`src/rtl/modport_mem_pkg.sv`:
```
// rtl/modport_mem_pkg.sv - shared constants, opcodes and FSM encoding for modport_mem
package modport_mem_pkg;

   localparam int DEF_WIDTH      = 32;
   localparam int DEF_ADDR_WIDTH = 4;

   localparam logic OP_WRITE = 1'b1;
   localparam logic OP_READ  = 1'b0;

   typedef enum logic {
      RESET_EXIT = 1'b0,
      ACTIVE     = 1'b1
   } state_t;

   function automatic logic even_parity(input logic [DEF_WIDTH-1:0] word);
      return ^word;
   endfunction

endpackage

```
`src/rtl/modport_mem_if.sv`:
```
// rtl/modport_mem_if.sv - mem_intr valid/ready request bus with master and slave views
interface mem_intr #(
   parameter int WIDTH      = 32,
   parameter int ADDR_WIDTH = 4
) ();
   logic                  wr_rd;
   logic [ADDR_WIDTH-1:0] addr;
   logic [WIDTH-1:0]      wdata;
   logic                  valid;
   logic [WIDTH-1:0]      rdata;
   logic                  ready;

   modport master (
      output wr_rd, addr, wdata, valid,
      input  rdata, ready
   );

   modport slave (
      input  wr_rd, addr, wdata, valid,
      output rdata, ready
   );

   // design_mp is the name existing memory subsystem code binds to
   modport design_mp (
      input  wr_rd, addr, wdata, valid,
      output rdata, ready
   );
endinterface

```
`src/rtl/modport_mem_array.sv`:
```
// rtl/modport_mem_array.sv - DEPTH x WIDTH register array, async clear, registered read
// Optional parity storage/check under MODPORT_MEM_PARITY_EN.
module modport_mem_array #(
   parameter int WIDTH      = 32,
   parameter int ADDR_WIDTH = 4,
   parameter int DEPTH      = 2**ADDR_WIDTH
) (
   input  logic                  clk,
   input  logic                  res,
   input  logic                  we,
   input  logic                  re,
   input  logic [ADDR_WIDTH-1:0] addr,
   input  logic [WIDTH-1:0]      wdata,
   output logic [WIDTH-1:0]      rdata
`ifdef MODPORT_MEM_PARITY_EN
   ,
   output logic                  parity_err
`endif
);

   logic [DEPTH-1:0][WIDTH-1:0] mem;

   always_ff @(posedge clk or negedge res) begin
      if (!res) begin
         mem <= '0;
      end else if (we) begin
         mem[addr] <= wdata;
      end
   end

   always_ff @(posedge clk or negedge res) begin
      if (!res) begin
         rdata <= '0;
      end else if (re) begin
         rdata <= mem[addr];
      end
   end

`ifdef MODPORT_MEM_PARITY_EN
   logic [DEPTH-1:0] par;

   always_ff @(posedge clk or negedge res) begin
      if (!res) begin
         par <= '0;
      end else if (we) begin
         par[addr] <= ^wdata;
      end
   end

   // Single-cycle pulse: cleared on any edge that is not a failing read
   always_ff @(posedge clk or negedge res) begin
      if (!res) begin
         parity_err <= 1'b0;
      end else begin
         parity_err <= re && ((^mem[addr]) != par[addr]);
      end
   end
`endif

endmodule

```
`src/rtl/modport_mem.sv`:
```
// rtl/modport_mem.sv - single-port memory slave on the mem_intr design_mp handshake
// Build option: MODPORT_MEM_PARITY_EN adds per-word parity and the parity_err output.
module modport_mem
   import modport_mem_pkg::*;
#(
   parameter int WIDTH      = DEF_WIDTH,
   parameter int ADDR_WIDTH = DEF_ADDR_WIDTH
) (
   input  logic         clk,
   input  logic         res,
   mem_intr.design_mp   bus
`ifdef MODPORT_MEM_PARITY_EN
   ,
   output logic         parity_err
`endif
);

   localparam int DEPTH = 2**ADDR_WIDTH;

   state_t state_q;
   state_t state_d;
   logic   ready_d;
   logic   ready_q;
   logic   accept;
   logic   we;
   logic   re;

   always_ff @(posedge clk or negedge res) begin
      if (!res) begin
         state_q <= RESET_EXIT;
         ready_q <= 1'b0;
      end else begin
         state_q <= state_d;
         ready_q <= ready_d;
      end
   end

   always_comb begin
      state_d = state_q;
      case (state_q)
         RESET_EXIT: state_d = ACTIVE;
         ACTIVE:     state_d = ACTIVE;
         default:    state_d = RESET_EXIT;
      endcase
   end

   // ready is registered, so it rises on the first edge after reset release
   always_comb begin
      ready_d = 1'b0;
      if (state_d == ACTIVE) begin
         ready_d = 1'b1;
      end
   end

   assign bus.ready = ready_q;
   assign accept    = bus.valid && ready_q;
   assign we        = accept && (bus.wr_rd == OP_WRITE);
   assign re        = accept && (bus.wr_rd == OP_READ);

   modport_mem_array #(
      .WIDTH      (WIDTH),
      .ADDR_WIDTH (ADDR_WIDTH),
      .DEPTH      (DEPTH)
   ) u_array (
      .clk        (clk),
      .res        (res),
      .we         (we),
      .re         (re),
      .addr       (bus.addr),
      .wdata      (bus.wdata),
      .rdata      (bus.rdata)
`ifdef MODPORT_MEM_PARITY_EN
      ,
      .parity_err (parity_err)
`endif
   );

endmodule

```
`src/flat_wrapper.sv`:
```
// flat-port wrapper written by rule: the top's interface ports become plain ports
module modport_mem_flat import modport_mem_pkg::*;
#(
   parameter int WIDTH      = DEF_WIDTH,
   parameter int ADDR_WIDTH = DEF_ADDR_WIDTH
)
  (clk, res, bus_wr_rd, bus_addr, bus_wdata, bus_valid, bus_rdata, bus_ready);
  mem_intr #(.WIDTH(WIDTH), .ADDR_WIDTH(ADDR_WIDTH)) bus_i ();
  input  logic clk;
  input  logic res;
  input wire logic [$bits(bus_i.wr_rd)-1:0] bus_wr_rd;
  input wire logic [$bits(bus_i.addr)-1:0] bus_addr;
  input wire logic [$bits(bus_i.wdata)-1:0] bus_wdata;
  input wire logic [$bits(bus_i.valid)-1:0] bus_valid;
  output wire logic [$bits(bus_i.rdata)-1:0] bus_rdata;
  output wire logic [$bits(bus_i.ready)-1:0] bus_ready;
  assign bus_i.wr_rd = bus_wr_rd;
  assign bus_i.addr = bus_addr;
  assign bus_i.wdata = bus_wdata;
  assign bus_i.valid = bus_valid;
  assign bus_rdata = bus_i.rdata;
  assign bus_ready = bus_i.ready;
  modport_mem #(.WIDTH(WIDTH), .ADDR_WIDTH(ADDR_WIDTH)) u_core (.clk(clk), .res(res), .bus(bus_i));
endmodule
```
`config.mk`:
```
export PLATFORM = sky130hd
export DESIGN_NAME = modport_mem_flat
export DESIGN_NICKNAME = d
export VERILOG_FILES = /design/src/rtl/modport_mem_pkg.sv /design/src/rtl/modport_mem_if.sv /design/src/rtl/modport_mem_array.sv /design/src/rtl/modport_mem.sv /design/src/flat_wrapper.sv
export SDC_FILE = /design/constraint.sdc
export NUM_CORES = 1
export LEC_CHECK = 0
export BUFFER_PORTS_ARGS = -buffer_cell sky130_fd_sc_hd__buf_2
export CAP_MARGIN = 5
export CORE_UTILIZATION = 40
export DETAILED_ROUTE_END_ITERATION = 7
export PLACE_DENSITY = 0.58
export SYNTH_ARGS = -nofsm -noshare
export SYNTH_HDL_FRONTEND = slang
export SYNTH_SLANG_ARGS = --single-unit
```
`constraint.sdc`:
```
create_clock -name clk -period 2.05 [get_ports clk]
set_clock_uncertainty 0.05 [all_clocks]
set_input_delay 0.205 -clock clk [delete_from_list [all_inputs] [get_ports clk]]
set_output_delay 0.205 -clock clk [all_outputs]
set_load 0.02 [all_outputs]
```
---- Word-level counts from Yosys, hierarchy flattened ----
Index checks and enable logic that the tools add are counted.
word-level totals
  flip-flop bits (word level) ............. 545
  bits in latches ......................... 0
  RAM bits ................................ 0
  ROM bits ................................ 0
  output and inout bits ................... 33
  logic and storage cells ................. 30
  memories ................................ 0
operators by class
  add/subtract/negate cells ............... 0
  $mul .................................... 0
  divide/modulo/power cells ............... 0
  magnitude comparators ................... 2
  eq/ne operators ......................... 0
  shifts and indexed selects .............. 0
  multiplexer cells ....................... 5
  bitwise gates (word level) .............. 1
  reduce and logical (&&, ||, !) cells .... 4
operators with widths
  cell                                                                   count
  512-bit bitwise mux                                                    1
  32-bit binary-select mux with 4-bit select                             1
  32-bit demux with 4-bit select                                         1
  32-bit two-way mux                                                     2
  4-bit by 5-bit < comparator with 1-bit output, second input constant   1
  4-bit by 1-bit >= comparator with 1-bit output, second input constant  1
  1-bit logical AND                                                      4
  1-bit inverter                                                         1

---- Logic depth before layout (Yosys ltp) ----
Gate-level depths: netlist (run 1).
  word-level depth ........................ 5
  depth in mapped cells ................... 7
  mapped depth without buffers ............ 4

---- Modules after synthesis ----
From an unflattened synthesis (run 1), not the netlist that was laid out.
second synthesis, totals
  cell total of the unflattened synthesis .. 1,708
  area, all modules ....................... 24,428.4 um2
modules (own cells, without submodules)
  module             times used  cells each  area an instance (um2)  seq. area each (um2)
  modport_mem_array  1           1,704       24,383.4                13,613.1
  modport_mem        1           4           45.0                    25.0

---- Worst setup path after synthesis (run 1) ----
OpenSTA, ideal clock, no wires.
  path kind ............................... reg-to-reg
  from .................................... reg u_core.ready_q (netlist: u_core.bus.ready)
  to ...................................... reg u_core.u_array.mem[263] in the netlist's numbering
  setup time .............................. 127 ps
  arrival ................................. 1,846 ps
  required time ........................... 1,873 ps
  slack ................................... 26 ps
  cell stages (with the launch flop) ...... 7
  path buffers ............................ 2
  period minus slack after synthesis ...... 2,024 ps
  path through ............................ dfrtp_1 > nand3_1 > or3_1 > or3_1 > buf_2 > buf_6 > mux2_1
between the ends
  cells in the longest elaborated chain, start to end .. 2
RTL lines
  item                           line                     text
  start, declared                modport_mem.sv:23        logic ready_q;
  start signal, assigned         modport_mem.sv:34        ready_q <= ready_d;
  1-bit logical AND              modport_mem.sv:56        assign accept = bus.valid && ready_q;
  1-bit logical AND              modport_mem.sv:57        assign we = accept && (bus.wr_rd == OP_WRITE);
  end signal, assigned by index  modport_mem_array.sv:27  mem[addr] <= wdata;
  end, declared                  modport_mem_array.sv:21  logic [DEPTH-1:0][WIDTH-1:0] mem;
No other way between the ends.
A chain may end at the register's enable or synchronous reset.

---- Worst setup path in the final report (run 1) ----
  from .................................... reg u_core.ready_q (netlist: u_core.bus.ready)
  to ...................................... reg u_core.u_array.mem[490] in the netlist's numbering
The elaborated chain is that of the path after synthesis.

==> flow_summary.ini, run 1 <==
[worst_setup_path]
crit_path_start_kind = register
critPathBufInv = 3
cp_top_family = simple AND/OR/NAND/NOR gates
critPathMostFrequentCell = buf_4
worstPathArrival_ns = 2.49
path_class = register to register
cpMaxStageDelayCell = dfrtp_1
cp_max_fo = 13
cp_slowest_stage_delay_ns = 0.36
worstPathCellList = buf_4 -> and3_2 -> nand3_2 -> buf_4 -> nor2_4 -> buf_12 -> mux2_2
required_ns = 2.47
end_kind = register

[routing]
vias = 14600
routed_wl_um = 62700
drtPass1Iterations = 4
drt_iter0_drc = 907
wl_per_cell_um = 24.0
viasPerCell = 5.57
route.detailed.drc = 0
drtAntennaViolNets = 0

[global_routing]
grt_pass1_wl_um = 96100
grt_max_degree = 101
grt_use_met1 = 0.293
grt.overflow.total = 0
met3_usage = 0.0302
grt_use_total = 0.209
antenna_found_initial = 1
met2_usage = 0.331
grt.busiest_layer = met2
grt_pass1_vias = 15300

[pwr]
power_density_nw_per_um2 = 929
peakVddDrop_uv = 599
power_leakage_nw = 13.4

[floorplan]
dieArea_sq_um = 61400
num_io_pins = 73
fp-row-count = 89
fp.dieH_um = 248
die_w_um = 248
core-area_sq_um = 59400
initial_utilization = 0.407

[cells_and_area]
finish.utilization = 0.481
multi_input_area_sq_um = 10100
fillers = 5147
area_growth_pct = 18.1
final_cell_mix = dfrtp_1, mux2_2, mux2i_1, buf_2, nor2_1
final_common_cell = dfrtp_1
diodes = 0
nets = 1839
seq_area_sq_um = 13600
instances_no_fill = 2616
drive_gt1_frac = 0.454
design_area_sq_um = 28600

[synthesis]
yosysTopAreaCell = dfrtp_1
yosysSeqAreaShare = 0.564
avgSynthCellArea_sq_um = 14.3
ys.warnings.count = 0
netlist_instances = 1688
synth_nets = 1728
syn-cell-area_sq_um = 24200
ys_types = 30
synth_top_area_share = 0.564
ys_seq_elements = 545
ys_top_cells_by_area = dfrtp_1, mux2_2, mux2i_1

[placement]
dp_hpwl_um = 38400
io_buffers = 72
placed_area_sq_um = 26400
pre_cts_ws_ns = -0.118
placed_cells = 2494
place_congestion = 0.769

[timing]
tightest_slew_ns = 0.542
post-route-worst-setup-slack_ns = -0.0167
min_period_ns = 2.07
worst_slew_margin_rel = 0.638
finalSetupViolCount = 24
rsz0062_at_grt = yes
slew_violations = 0
max_freq_mhz = 484
fin_crit_sh = 1.01
hold_viol_final = 0
holdWs_ns = 0.0252

[clock_network]
cts-buffers-inserted = 57
cts_tree = done
clk_latency_ns = 0.62
cts_sinks = 545
clk_pin_slew_worst_paths_ns = 0.06
h-tree-depth = 2
cts_root_buf = clkbuf_16
cts_buffer_depth = 3

[job]
maxCapViolCount = 0

[run_status]
violations = negative setup slack
status = complete, but fails checks

[hold_path]
hold_path_class = primary input to register
==> worst paths after layout <==
check / startpoint / endpoint / slack, ns / depth (start not counted)
min reg2reg: u_core.u_array.mem[336] / u_core.u_array.mem[336] / 0.45 / 1
max: u_core.bus.ready / u_core.u_array.mem[490] / -0.02 / 7
min in group asynchronous: res / u_core.u_array.mem[485] / 0.07 / 2
max reg2reg: u_core.bus.ready / u_core.u_array.mem[490] / -0.02 / 7
min: bus_wdata[10] / u_core.u_array.mem[138] / 0.03 / 2
max in group asynchronous: res / u_core.u_array.mem[246] / 1.03 / 3
==> kinds of logic (layout without fill, tap and decap cells) <==
logic type	count (synthesis)	after routing	share of synthesized area
mux	736	736	0.348
buf+inv	144	299	0.0260
compound gates	160	160	0.0437
other cells	1	1	0.000155
flops	545	545	0.564
simple gates	102	102	0.0185
==> cell usage after synthesis <==
master	n
buf_6	3
mux2_2	509
o21ai_0	19
nor2b_1	1
inv_2	1
and3_1	1
buf_1	7
nand3b_1	3
or3b_2	3
buf_2	52
a22oi_1	13
nor3_1	1
mux2i_1	192
nand2_1	2
or3_1	3
or4_1	2
o211ai_1	13
clkbuf_1	81
a221oi_1	19
nand3_1	5
nor4_1	1
nand4_1	1
nor2_1	77
nand2b_1	2
mux4_2	32
a31oi_1	32
mux2_1	3
conb_1	1
o22ai_1	64
dfrtp_1	545
==> per-layer routing <==
layer	vias to the layer above	part of all wire	routed length, um
li1	6406	-	-
met1	7811	0.46	29000
met2	254	0.47	29400
met3	107	0.039	2460
met4	0	0.030	1860
met5	-	0	0
==> power by group <==
group | total [W] | internal [W] | switching, W
Clock | 0.0102 | 0.00602 | 0.00419
Sequential | 0.0129 | 0.0122 | 0.000725
Combinational | 0.00342 | 0.00182 | 0.00160
Total | 0.0265 | 0.0200 | 0.00651
==> repair_timing <==
item,in CTS,in global routing
setup buffers,1,2
hold endpoints to repair,489,0
endpoints found under the setup margin,109,222
hold buffers,11,0
cloned,1,4
gates resized for setup,5,2
pin swaps,2,6
==> cell type report <==
| type | count | area share |
|---|---|---|
| sequential | 545 | 0.477 |
| tap | 773 | 0.0339 |
| timing repair buffer | 195 | 0.0710 |
| clock buffer | 95 | 0.0627 |
| inverter | 1 | 0.000131 |
| multi-input combinational | 999 | 0.352 |
| clock inverter | 8 | 0.00267 |
==> metrics by stage <==
stage	power, W	setup TNS, ns
after global placement	0.0164	-6.08
after floorplan	0.0153	0
after global routing	0.0277	-6.43
after detailed placement	0.0165	-6.03
final	0.0265	-0.178
after CTS	0.0269	0
==> flip-flops by register name (all words and copies together) (netlist names) <==
register	flops
u_core.u_array.rdata	32
u_core.u_array.mem	512
u_core.bus.ready	1
Note: power is estimated with default switching activity, not from simulation.
==> inputs of run 2 (changes only) <==
--- a/config.mk
+++ b/config.mk
@@ -7,6 +7,7 @@
 export LEC_CHECK = 0
 export BUFFER_PORTS_ARGS = -buffer_cell sky130_fd_sc_hd__buf_2
 export CAP_MARGIN = 5
+export CORE_ASPECT_RATIO = 0.6
 export CORE_UTILIZATION = 40
 export DETAILED_ROUTE_END_ITERATION = 7
 export PLACE_DENSITY = 0.58
==> flow_summary.ini, run 2 (synthesis results as in run 1) <==
[clock_network]
clk_latency_ns = 0.59
cts_root_buf = clkbuf_16
h-tree-depth = 2
cts-buffers-inserted = 52
cts_buffer_depth = 3
cts_tree = done
clk_pin_slew_worst_paths_ns = 0.06
cts_sinks = 545

[pwr]
power_density_nw_per_um2 = 930
power_leakage_nw = 13.3
peakVddDrop_uv = 566

[hold_path]
hold_path_class = primary input to register
whs_path_depth = 2

[cells_and_area]
area_growth_pct = 17.2
final_cell_mix = dfrtp_1, mux2_2, mux2i_1, buf_2, nor2_1
largest_register = u_core.u_array.mem
diodes = 0
final_common_cell = dfrtp_1
instances_no_fill = 2609
largest_register_ffs = 512
nets = 1827
drive_gt1_frac = 0.454

[job]
maxCapViolCount = 0

[global_routing]
antenna_found_initial = 0
grt_use_total = 0.209
grt_max_degree = 112
grt.overflow.total = 0
grt_pass1_wl_um = 96900
grt_pass1_vias = 15300

[timing]
worst_slew_margin_rel = 0.569
tightest_slew_ns = 0.646
fin_crit_sh = 0.989
hold_viol_final = 0
max_freq_mhz = 493
slew_violations = 0
finalSetupViolCount = 0
holdWs_ns = 0.0268
min_period_ns = 2.03
rsz0062_at_grt = yes

[floorplan]
fp.dieH_um = 192
initial_utilization = 0.407
dieArea_sq_um = 61500
core-area_sq_um = 59500
die_w_um = 319
fp-row-count = 69
num_io_pins = 73

[worst_setup_path]
r2r.worst_path.cells = 7
reg2reg_slack_ns = 0.02
endpoint = u_core.u_array.mem[291]
rr_startpoint = u_core.bus.ready
path_class = register to register
required_ns = 2.47
end_kind = register
crit_start = u_core.bus.ready
crit_path_start_kind = register
reg2reg_to = u_core.u_array.mem[291]
cp_max_fo = 11
worstPathArrival_ns = 2.45

[routing]
wl_per_cell_um = 24.1
drtAntennaViolNets = 0
routed_wl_um = 62900
vias = 14600
route.detailed.drc = 0
viasPerCell = 5.61
drt_iter0_drc = 905
drtPass1Iterations = 5

[placement]
place_congestion = 0.768
placed_cells = 2505
dp_hpwl_um = 40400
io_buffers = 72

[run_status]
status = finished clean
run 2: per-stage QoR:
step	TNS (ns)	cell area (sq um)	total power (W)	utilization	setup slack, ns
after global routing	-0.0964	28300	0.0275	0.476	-0.0178
after detailed placement	-4.73	26400	0.0166	0.444	-0.0953
after global placement	-5.00	26400	0.0164	0.444	-0.0863
after CTS	-0.0289	28300	0.0267	0.475	-0.0239
final	0	28300	0.0264	0.476	0.0232
after floorplan	0	24200	0.0153	-	0.0265
run 2: worst min path at each step:
stage                  start                       to  slack [ns]
6_report       bus_wdata[26]  u_core.u_array.mem[250]        0.03
4_1_cts        bus_wdata[26]  u_core.u_array.mem[506]      0.0002
2_1_floorplan            res         u_core.bus.ready       -0.14
5_1_grt        bus_wdata[25]   u_core.u_array.mem[89]        0.03
3_3_place_gp             res  u_core.u_array.mem[420]       0.007
3_5_place_dp             res  u_core.u_array.mem[484]        0.01
run 2: final cells by class:
class	count	area, sq um
inverter	1	3.75
sequential	545	13600
clock buffer	77	1530
multi-input combinational	999	10100
tap	781	977
fill	5151	31200
timing repair buffer	188	1900
clock inverter	18	225
run 2: where the power goes:
part	internal, W	switching, W	total, W
clock network	0.00578	0.00420	0.00998
registers	0.0122	0.000745	0.0129
logic	0.00183	0.00162	0.00345
run 2: critical path, stage by stage, from the launching register on:
cell,delay [ns]
dfrtp_1,0.39
nand3_2,0.15
or3_4,0.36
buf_4,0.17
nor2_4,0.11
buf_4,0.15
buf_12,0.17
mux2_2,0.34
run 2: per-layer routing:
layer  global-route usage  share of wire  vias to the layer above
met3               0.0332          0.043                       82
met5                    0              0                        -
li1                     -              -                     6419
met4               0.0562          0.020                        0
met1                0.323           0.51                     7863
met2                0.301           0.43                      275
run 2: what timing repair did:
action / CTS / global route
setup endpoints to repair: 123 / 143
gates resized for setup: 10 / 10
hold buffers: 6 / 0
setup buffers: 0 / 2
endpoints found under the hold margin: 577 / 0
pin swaps: 0 / 2
cloned: 0 / 1
